--- src/rtl/bsg_manycore_host_mmio_responder.sv ---
// bsg_manycore_host_mmio_responder: host-link endpoint serving load/store/swap
// requests against a local register bank with one in-order response register.
module bsg_manycore_host_mmio_responder #(
   parameter int x_cord_width_p = 7,
   parameter int y_cord_width_p = 7,
   parameter int addr_width_p   = 28,
   parameter int data_width_p   = 32,
   parameter int reg_id_width_p = 5,
   parameter int num_regs_p     = 16
)(
   input  logic                      clk_i,
   input  logic                      reset_i,
   input  logic                      req_v_i,
   output logic                      req_ready_o,
   input  logic [1:0]                req_op_i,
   input  logic [addr_width_p-1:0]   req_addr_i,
   input  logic [data_width_p-1:0]   req_data_i,
   input  logic [data_width_p/8-1:0] req_mask_i,
   input  logic [reg_id_width_p-1:0] req_reg_id_i,
   input  logic [x_cord_width_p-1:0] req_src_x_i,
   input  logic [y_cord_width_p-1:0] req_src_y_i,
   output logic                      resp_v_o,
   input  logic                      resp_ready_i,
   output logic [1:0]                resp_type_o,
   output logic [data_width_p-1:0]   resp_data_o,
   output logic [reg_id_width_p-1:0] resp_reg_id_o,
   output logic [x_cord_width_p-1:0] resp_dst_x_o,
   output logic [y_cord_width_p-1:0] resp_dst_y_o,
   output logic [31:0]               served_count_o
);
   localparam int mask_w_lp = data_width_p / 8;
   localparam int idx_w_lp  = (num_regs_p > 1) ? $clog2(num_regs_p) : 1;

   logic [data_width_p-1:0]   regs_q [num_regs_p];
   logic [data_width_p-1:0]   regs_d [num_regs_p];
   logic                      resp_v_q, resp_v_d;
   logic [1:0]                resp_type_q, resp_type_d;
   logic [data_width_p-1:0]   resp_data_q, resp_data_d;
   logic [reg_id_width_p-1:0] resp_reg_id_q, resp_reg_id_d;
   logic [x_cord_width_p-1:0] resp_dst_x_q, resp_dst_x_d;
   logic [y_cord_width_p-1:0] resp_dst_y_q, resp_dst_y_d;
   logic [31:0]               served_count_q, served_count_d;
   logic                      accept, in_range;
   logic [idx_w_lp-1:0]       idx;

   assign req_ready_o = ~resp_v_q | resp_ready_i;
   assign accept      = req_v_i & req_ready_o;
   // full-width compare so high address bits can never alias into the bank
   assign in_range    = req_addr_i < addr_width_p'(num_regs_p);
   assign idx         = req_addr_i[idx_w_lp-1:0];

   always_comb begin
      regs_d         = regs_q;
      resp_v_d       = resp_v_q;
      resp_type_d    = resp_type_q;
      resp_data_d    = resp_data_q;
      resp_reg_id_d  = resp_reg_id_q;
      resp_dst_x_d   = resp_dst_x_q;
      resp_dst_y_d   = resp_dst_y_q;
      served_count_d = served_count_q + 32'(resp_v_q & resp_ready_i);
      if (accept) begin
         resp_v_d      = 1'b1;
         resp_type_d   = (req_op_i == 2'b11 || !in_range) ? 2'b10 : (req_op_i == 2'b01) ? 2'b01 : 2'b00;
         resp_data_d   = (in_range && !req_op_i[0]) ? regs_q[idx] : '0;
         resp_reg_id_d = req_reg_id_i;
         resp_dst_x_d  = req_src_x_i;
         resp_dst_y_d  = req_src_y_i;
         if (in_range && req_op_i == 2'b01)
            for (int b = 0; b < mask_w_lp; b++)
               if (req_mask_i[b]) regs_d[idx][8*b +: 8] = req_data_i[8*b +: 8];
         if (in_range && req_op_i == 2'b10) regs_d[idx] = req_data_i;
      end else if (resp_ready_i) begin
         resp_v_d = 1'b0;
      end
   end

   always_ff @(posedge clk_i or posedge reset_i) begin
      if (reset_i) begin
         for (int i = 0; i < num_regs_p; i++) regs_q[i] <= '0;
         resp_v_q       <= 1'b0;
         resp_type_q    <= '0;
         resp_data_q    <= '0;
         resp_reg_id_q  <= '0;
         resp_dst_x_q   <= '0;
         resp_dst_y_q   <= '0;
         served_count_q <= '0;
      end else begin
         regs_q         <= regs_d;
         resp_v_q       <= resp_v_d;
         resp_type_q    <= resp_type_d;
         resp_data_q    <= resp_data_d;
         resp_reg_id_q  <= resp_reg_id_d;
         resp_dst_x_q   <= resp_dst_x_d;
         resp_dst_y_q   <= resp_dst_y_d;
         served_count_q <= served_count_d;
      end
   end

   assign resp_v_o       = resp_v_q;
   assign resp_type_o    = resp_type_q;
   assign resp_data_o    = resp_data_q;
   assign resp_reg_id_o  = resp_reg_id_q;
   assign resp_dst_x_o   = resp_dst_x_q;
   assign resp_dst_y_o   = resp_dst_y_q;
   assign served_count_o = served_count_q;
endmodule

--- config.mk ---
export PLATFORM = sky130hd
export DESIGN_NAME = bsg_manycore_host_mmio_responder
export DESIGN_NICKNAME = d
export VERILOG_FILES = /design/src/rtl/bsg_manycore_host_mmio_responder.sv
export SDC_FILE = /design/constraint.sdc
export NUM_CORES = 1
export LEC_CHECK = 0
export CORE_AREA = 2 2 228 230
export DETAILED_ROUTE_END_ITERATION = 7
export DIE_AREA = 0 0 230 232
export GPL_TIMING_DRIVEN = 1
export PLACE_DENSITY = 0.85
export SLEW_MARGIN = 10
export SYNTH_ARGS = -nofsm -noshare
export SYNTH_HDL_FRONTEND = slang
export SYNTH_SLANG_ARGS = --single-unit
--- constraint.sdc ---
create_clock -name clk_i -period 22.9 [get_ports clk_i]
set_input_delay 2.29 -clock clk_i [delete_from_list [all_inputs] [get_ports clk_i]]
set_output_delay 2.29 -clock clk_i [all_outputs]
set_load 0.05 [all_outputs]
==> results of run 1 <==
[cell families (layout without fill, tap and decap cells)]
| group | count (synthesis) | count (layout) | synth area share [%] |
|---|---|---|---|
| AOI/OAI and AO/OA | 71 | 71 | 1.941 |
| buffers and inverters | 111 | 297 | 1.769 |
| xor gates and xnor gates | 30 | 30 | 0.9501 |
| and+or+nand+nor | 162 | 162 | 6.777 |
| DFF | 598 | 598 | 54.11 |
| adders and majority gates | 2 | 2 | 0.09047 |
| muxes | 723 | 723 | 34.36 |
[power groups by stage]
stage	logic, µW	clock network (µW)	registers (µW)
global placement	163	0	1090
CTS	168	934	1080
global route	178	974	1080
floorplan	69.8	0	1130
finish	167	920	1080
detailed placement	168	0	1100
[sequential cells by signal, summed over array words and instances (netlist names)]
name / cells
resp_v_o: 1
served_count_o: 32
resp_dst_x_o: 7
resp_reg_id_o: 5
resp_dst_y_o: 7
resp_data_o: 32
resp_type_o: 2
regs_q: 512
[worst paths after layout]
check,startpoint,endpoint,slack (ns)
worst max-delay path,resp_ready_i,req_ready_o,16.14
worst min-delay path,served_count_o[31],served_count_o[31],0.49
worst max register to register,resp_v_o,regs_q[198],19.52
worst min register to register,served_count_o[31],served_count_o[31],0.49
max in group asynchronous,reset_i,regs_q[403],16.55
min in group asynchronous,reset_i,regs_q[164],2.22
[synthesized netlist by cell type (5+ instances only)]
cell type and number:
mux2_2 531, nor2b_1 6, and3_1 5, nand4_1 29
nor4_1 9, nor4_4 60, nand2_1 12, nand3_1 14
a22o_1 33, xnor2_1 23, o22ai_1 32, xor2_1 7
nor2_1 9, buf_1 12, mux2i_1 64, dfrtp_1 598
buf_2 22, clkbuf_1 66, mux4_2 128
[area by class of cell]
type | instances | area (µm²)
clock inverters | 8 | 47.55
repair buffers | 193 | 1902
clock buffers | 93 | 1787
multi-input cells | 988 | 12260
well taps | 680 | 850.8
fillers | 3576 | 19060
inverters | 3 | 18.77
flip-flops and latches | 598 | 14960
[through the flow]
step | power, µW | instances | util (%) | instance area [µm²]
floorplan | 1201 | 1697 | - | 27660
global placement | 1257 | 2462 | 58.95 | 30000
detailed placement | 1263 | 2462 | 58.95 | 30000
CTS | 2178 | 2563 | 62.55 | 31830
global route | 2229 | 2563 | 62.55 | 31830
finish | 2162 | 2563 | 62.55 | 31830
[worst reg2reg max path: cells and delay by family (launching register included)]
kind / cells / cell delay (ns)
and+or+nand+nor: 3 / 2.44
DFF: 1 / 0.40
muxes: 1 / 0.43
[routing by layer]
layer | up-vias | share of wire (%)
met5 | - | 0.036
met1 | 8449 | 43
li1 | 6758 | -
met3 | 118 | 5.3
met4 | 4 | 2.3
met2 | 431 | 49
[cell usage in the layout, fill, tap and decap left out, types with 2 or more instances in the layout]
cell type / instances
nand4b_1: 2
clkinv_2: 5
nand2_1: 10
o22ai_1: 32
a22o_1: 33
ha_1: 2
inv_1: 2
nor2_1: 8
clkdlybuf4s50_1: 172
and4_1: 2
mux2i_1: 64
and2_1: 4
nand4_1: 29
clkinvlp_4: 3
nor4_1: 8
clkbuf_8: 15
nor3_1: 4
xor2_1: 7
nor4_2: 5
dfrtp_1: 598
xnor2_1: 23
nand3_1: 13
and3_1: 5
buf_4: 18
mux4_2: 128
nor4_4: 60
clkbuf_16: 61
a21oi_4: 4
nand2b_1: 2
nor2b_1: 6
clkbuf_1: 18
mux2_2: 531
==> flow_summary.toml, run 1 <==
[timing]
worstMarginPinSlew_ns = 1.177
hold_viol = 0
whs_ns = 0.4857
relSlewSlack_pct = 21.51
fmax_mhz = 147.9
fin_crit_ns = 6.760
maxSlewViolCount = 0
setup_viol_count_final = 0
setup_tns_ns = 0
rsz0062_at_grt = "no"
fin_skew_ns = 0.01079
fin_crit_sh_pct = 29.52
fin_ws_ns = 16.14

[worst_setup_path]
worst_setup_path_start_kind = "input pin"
path_cells = "clkdlybuf4s50_1 > nand2b_1 > clkdlybuf4s50_1"
crit_top_cell = "clkdlybuf4s50_1"
slowest_delay_ns = 0.95
crit_required_ns = 20.61
arrival_ns = 4.47
timing.critical_path.buf_inv = 2
endpoint_kind = "primary output"
r2r_cells = 4
critPathSlowestCell = "clkdlybuf4s50_1"
crit_path_max_fanout = 22
critPathTopFamily = "buffers and inverters"
crit_cells = 3
path_class = "input pin to primary output"

[power]
pwr-share-comb_pct = 7.7
power.share.clock_pct = 42.5
intPower_uw = 1649
p_leak_uw = 0.01496
ir_worst_vdd_uv = 63.32
power_frac_seq_pct = 49.7
swShare_pct = 23.75
p_switching_uw = 513.5
p_per_area_mw_per_mm2 = 67.93

[grt]
grt_pass1_wl_mm = 97.79
met3_usage_pct = 3.856
grt_util_met2_pct = 38.75
track_usage_pct = 23.58
grt_max_degree = 195
grt-busiest-layer = "met2"
use_met1_pct = 32.62
grt_pass1_vias = 16970
grt-ovfl-total = 0
grt_antenna_before_repair = 2

[synth]
ys_warn_count = 0
yosys.area.top_type_share_pct = 54.11
syn-cell-area_mm2 = 0.02766
synth_ff_type = "dfrtp_1"
yosysSeqAreaShare_pct = 54.11
async_reset_ff_share_pct = 100.0
ys_types = 32
yosys.area.top_type = "dfrtp_1"
synth-edff-count = 0
ys_seq_elements = 598
syn_inst = 1697
avgSynthCellArea_um2 = 16.30
synth_area_leaders = "dfrtp_1 54%, mux2_2 22%, mux4_2 10%"
syn-num-nets = 1788

[hold_path]
hold_depth = 1
hold_class = "flip-flop to flip-flop"

[final_layout]
fin_nets = 1934
antenna_cells = 0
area_growth_pct = 15.10
drive_gt1_share_pct = 44.45

[drt]
first_pass_iters = 5
viasPerCell = 6.149
num_vias = 15760
drc = 0
wl_per_cell_um = 23.94
drt_iter0_drc = 992
ant_nets = 0
drt-total-wl_mm = 61.37

[clocking]
clk_pin_slew_worst_paths_ns = 0.06
insertion_delay_ns = 0.62
clock_path_buffers = 3
clkSinkCount = 598
cts_setup_buffers = 0
cts_root_buf = "clkbuf_16"
cts-resized-gates = 0
h-tree-depth = 2
cts_tree = "built"
cts_hold_buffers = 0
numCtsBuffers = 59

[die]
rows = 83
die_y_um = 232
pin_count = 176
coreArea_mm2 = 0.05089
initial_core_util_pct = 54.35
die_x_um = 230
dieArea_mm2 = 0.05336

[placed_design]
io_buffers = 175
dp_hpwl_mm = 38.25
place_ws_ns = 15.71
finalWeightedCongestion = 0.7509

[run_status]
outcome = "finished, final reports clean"

[job]
maxCapViolCount = 0
(Power assumes the default switching activity.)
==> run 2, diff against run 1 <==
--- a/config.mk
+++ b/config.mk
@@ -5,11 +5,11 @@
 export SDC_FILE = /design/constraint.sdc
 export NUM_CORES = 1
 export LEC_CHECK = 0
-export CORE_AREA = 2 2 228 230
+export CORE_AREA = 2 2 230 232
 export DETAILED_ROUTE_END_ITERATION = 7
-export DIE_AREA = 0 0 230 232
+export DIE_AREA = 0 0 232 234
 export GPL_TIMING_DRIVEN = 1
-export PLACE_DENSITY = 0.85
+export PLACE_DENSITY = 0.87
 export SLEW_MARGIN = 10
 export SYNTH_ARGS = -nofsm -noshare
 export SYNTH_HDL_FRONTEND = slang
==> constraint.sdc (replaced) <==
create_clock -name clk_i -period 6.05 [get_ports clk_i]
set_input_delay 0.605 -clock clk_i [delete_from_list [all_inputs] [get_ports clk_i]]
set_output_delay 0.605 -clock clk_i [all_outputs]
set_load 0.05 [all_outputs]
==> flow_summary.toml, run 2 (same netlist as run 1, synthesis figures left out) <==
[run_status]
outcome = "finished, final reports clean"

[timing]
fin_ws_ns = 2.531
fin_skew_ns = 0.01291
fin_crit_ns = 3.519
whs_ns = 0.4269
rsz0062_at_grt = "no"
relSlewSlack_pct = 17.75
hold_viol = 0
fmax_mhz = 284.2
fin_crit_sh_pct = 58.17
worstMarginPinSlew_ns = 1.231
setup_viol_count_final = 0
maxSlewViolCount = 0

[worst_setup_path]
reg2reg_from = "resp_v_o"
worst_setup_path_start_kind = "input pin"
slowest_delay_ns = 0.83
r2r_cells = 4
r2r-end = "regs_q[125]"
endpoint_kind = "flip-flop"
critPathTopFamily = "simple AND/OR/NAND/NOR gates"
path_cells = "clkdlybuf4s50_1 > nor4_1 > nand2_4 > buf_4 > nor4_2 > mux2_2"
critPathSlowestCell = "nor4_2"
r2r_setup_slack_ns = 2.70
crit_path_max_fanout = 41
path_class = "input pin to flip-flop"
crit_required_ns = 6.54
arrival_ns = 4.00
timing.critical_path.buf_inv = 2

[die]
dieArea_mm2 = 0.05429
pin_count = 176
die_y_um = 234
rows = 84
die_x_um = 232
initial_core_util_pct = 53.16
coreArea_mm2 = 0.05202

[final_layout]
area_growth_pct = 15.80
antenna_cells = 0
largest-register = "regs_q"
final_common_cell = "dfrtp_1"
fillers = 3669
fin_nets = 1932
layout_common_cells = "598 x dfrtp_1, 531 x mux2_2, 172 x clkdlybuf4s50_1"
drive_gt1_share_pct = 44.73
utilization_pct = 61.56
final_cell_area_mm2 = 0.03203
largest_register_ffs = 512
layout.cells.non_filler = 2575

[drt]
num_vias = 15990
ant_nets = 0
first_pass_iters = 5
drt_iter0_drc = 1214
wl_per_cell_um = 24.61
drt-total-wl_mm = 63.38
viasPerCell = 6.208
drc = 0

[placed_design]
dp.cells = 2469
io_buffers = 175
finalWeightedCongestion = 0.8115
place_area_mm2 = 0.03003
dp_hpwl_mm = 39.49
place_ws_ns = 1.974

[power]
p_per_area_mw_per_mm2 = 264.2
p_leak_uw = 0.01505
ir_worst_vdd_uv = 247.4

[grt]
track_usage_pct = 24.02
grt_pass1_vias = 17320
grt_pass1_wl_mm = 100.5
grt_max_degree = 189
grt_antenna_before_repair = 1
grt-ovfl-total = 0

[clocking]
clk_pin_slew_worst_paths_ns = 0.06
cts_root_buf = "clkbuf_16"
insertion_delay_ns = 0.61
cts-resized-gates = 0
cts_hold_buffers = 0
clock_path_buffers = 3
clkSinkCount = 598
h-tree-depth = 2
cts_setup_buffers = 0
numCtsBuffers = 58
cts_tree = "built"

[hold_path]
hold_class = "input pin to async pin"

[job]
maxCapViolCount = 0
run 2: cell types whose count changed in the layout (fill, tap and decap cells not counted), moves of 2 or more:
cell       before  now
buf_4          18   14
clkbuf_16      61   59
bufinv_16       0    6
clkbuf_1       18   15
buf_12          1    4
clkbuf_8       15   17
clkinv_2        5    7
run 2: area by class of cell:
class / count / area [µm²] / area share, %
clock buffer: 90 / 1753 / 5.474
clock inverter: 16 / 240.2 / 0.7501
inverter: 3 / 15.01 / 0.04688
multi-input combinational: 988 / 12260 / 38.28
sequential: 598 / 14960 / 46.73
tap: 688 / 860.8 / 2.688
timing repair buffer: 192 / 1932 / 6.032
run 2: through the flow:
stage / setup TNS (ns) / total power [µW]
after CTS: 0 / 8531
after detailed placement: 0 / 4781
after global placement: 0 / 4761
after global routing: 0 / 8736
after floorplan: -1620.73 / 4546
final: 0 / 8463
run 2: report_power, final:
group | internal, µW | switching, µW | leakage, µW
logic | 201 | 431 | 0.00577
registers | 4040 | 31.8 | 0.00830
clock network | 2240 | 1520 | 0.000981
total | 6480 | 1990 | 0.0151
run 2: worst reg2reg max path, cell delays in order, from the launching register on:
cell	delay (ns)
dfrtp_1	0.40
nand2b_1	0.71
nand4_1	0.82
nor4_4	0.87
mux2_2	0.43
run 2: worst max path at each step:
| stage | start | end | slack (ns) | depth (start not counted) |
|---|---|---|---|---|
| 2_1_floorplan | reset_i | regs_q[0] | -2.71 | 1 |
| 3_5_place_dp | req_addr_i[16] | regs_q[196] | 1.97 | 6 |
| 5_1_grt | req_addr_i[13] | regs_q[196] | 2.36 | 6 |
| 4_1_cts | req_addr_i[13] | regs_q[196] | 2.55 | 6 |
| 3_3_place_gp | req_addr_i[17] | regs_q[193] | 2.04 | 6 |
| 6_report | req_addr_i[17] | regs_q[196] | 2.53 | 6 |
run 2: per-layer routing:
layer  wire length, µm  GRT usage [%]  share of wire [%]
met3              4202          5.326                6.6
met5                11              0              0.017
met4              1938          8.353                3.1
met2             31170          39.56                 49
met1             26060          31.72                 41
==> run 3, diff against run 2 <==
--- a/config.mk
+++ b/config.mk
@@ -5,11 +5,11 @@
 export SDC_FILE = /design/constraint.sdc
 export NUM_CORES = 1
 export LEC_CHECK = 0
-export CORE_AREA = 2 2 230 232
+export CORE_AREA = 2 2 228 230
 export DETAILED_ROUTE_END_ITERATION = 7
-export DIE_AREA = 0 0 232 234
+export DIE_AREA = 0 0 230 232
 export GPL_TIMING_DRIVEN = 1
-export PLACE_DENSITY = 0.87
+export PLACE_DENSITY = 0.85
 export SLEW_MARGIN = 10
 export SYNTH_ARGS = -nofsm -noshare
 export SYNTH_HDL_FRONTEND = slang
==> constraint.sdc (replaced) <==
create_clock -name clk_i -period 3.25 [get_ports clk_i]
set_input_delay 0.325 -clock clk_i [delete_from_list [all_inputs] [get_ports clk_i]]
set_output_delay 0.325 -clock clk_i [all_outputs]
set_load 0.05 [all_outputs]
==> flow_summary.toml, run 3 (same netlist as run 1, synthesis figures left out) <==
[die]
dieArea_mm2 = 0.05336
rows = 83
coreArea_mm2 = 0.05089
pin_count = 176
die_x_um = 230
die_y_um = 232
initial_core_util_pct = 54.35

[worst_setup_path]
path_class = "flip-flop to primary output"
arrival_ns = 2.48
reg2reg_from = "resp_v_o"
endpoint_kind = "primary output"
r2r_setup_slack_ns = 0.48
crit_required_ns = 2.92
worst_setup_path_start_kind = "flip-flop"
r2r-end = "regs_q[104]"
r2r_cells = 5
crit_path_max_fanout = 16

[grt]
track_usage_pct = 24.69
grt_pass1_wl_mm = 102.9
grt_pass1_vias = 17650
grt_antenna_before_repair = 0
grt-ovfl-total = 0
grt_max_degree = 121

[timing]
setup_tns_ns = 0
fin_skew_ns = 0.009905
rsz0062_at_grt = "no"
relSlewSlack_pct = 23.61
fin_crit_ns = 2.807
worstMarginPinSlew_ns = 1.143
fmax_mhz = 356.3
fin_crit_sh_pct = 86.37
whs_ns = 0.3288
maxSlewViolCount = 0
hold_viol = 0
setup_viol_count_final = 0

[clocking]
insertion_delay_ns = 0.61
cts_root_buf = "clkbuf_16"
cts_hold_buffers = 1
clkSinkCount = 598
clk_pin_slew_worst_paths_ns = 0.06
numCtsBuffers = 60
cts-resized-gates = 0
h-tree-depth = 2
clock_path_buffers = 3
cts_tree = "built"
cts_setup_buffers = 0

[final_layout]
area_growth_pct = 18.62
utilization_pct = 64.47
largest-register = "regs_q"
layout.cells.non_filler = 2657
layout_common_cells = "598 x dfrtp_1, 531 x mux2_2, 172 x clkdlybuf4s50_1"
fin_nets = 2026
drive_gt1_share_pct = 47.47
final_common_cell = "dfrtp_1"
largest_register_ffs = 512

[drt]
ant_nets = 0
drc = 0
num_vias = 16420
drt-total-wl_mm = 64.22
wl_per_cell_um = 24.17
first_pass_iters = 5
viasPerCell = 6.181
drt_iter0_drc = 1090

[power]
p_per_area_mw_per_mm2 = 479.3
p_leak_uw = 0.01555
ir_worst_vdd_uv = 402.0

[hold_path]
hold_class = "input pin to flip-flop"
hold_depth = 2
hold_start = "req_src_x_i[6]"
hold_end = "resp_dst_x_o[6]"

[run_status]
outcome = "finished, final reports clean"

[placed_design]
finalWeightedCongestion = 0.8039
dp.cells = 2552
io_buffers = 175
dp_hpwl_mm = 41.24

[job]
maxCapViolCount = 0
==> run 3: cell count changes in the layout (fill, tap and decap cells not counted), moves of 2 or more <==
cell        change
clkbuf_1        -6
clkinvlp_4      +2
bufinv_16       -2
buf_12          +8
clkbuf_16       +2
buf_4          +83
==> run 3: layer usage <==
metal | part of all wire (%) | up-vias | track usage, %
met5 | 0 | - | 0
met3 | 5.2 | 112 | 3.438
met1 | 44 | 8856 | 35.10
met4 | 2.4 | 0 | 7.077
met2 | 49 | 513 | 40.15
li1 | - | 6942 | -
==> run 3: final cells by class <==
| cell class | count | area (µm²) |
|---|---|---|
| antenna | 1 | 2.502 |
| clock buffer | 87 | 1794 |
| clock inverter | 16 | 191.4 |
| fill | 3451 | 18080 |
| inverter | 3 | 15.01 |
| multi-input combinational | 988 | 12260 |
| sequential | 598 | 14960 |
| tap | 680 | 850.8 |
| timing repair buffer | 284 | 2725 |
==> run 3: per-stage QoR <==
stage	setup WS (ns)	power (µW)	cell area, µm²
after global placement	0.02947	8908	30810
after CTS	0.4386	15850	32800
after global routing	0.3657	16260	32800
final	0.4430	15720	32800
after detailed placement	-0.05664	8939	30810
after floorplan	-5.230	8462	27660
==> run 3: worst max path at each step <==
stage,cells after the start,to,start
after global routing,2,req_ready_o,resp_v_o
final,2,req_ready_o,resp_v_o
after CTS,2,req_ready_o,resp_v_o
after floorplan,1,regs_q[0],reset_i
after detailed placement,6,regs_q[428],req_op_i[1]
after global placement,6,regs_q[431],req_op_i[1]
==> run 3: report_power, final <==
group	total [µW]	switching, µW	internal [µW]
Combinational	1220	818	401
Clock	6930	2820	4110
Sequential	7580	60.4	7520
Total	15700	3700	12000
==> run 3: worst max-delay path, cell delays in order (launching register included) <==
cell,delay (ns)
dfrtp_1,0.39
nand2b_1,0.54
clkdlybuf4s50_1,0.95
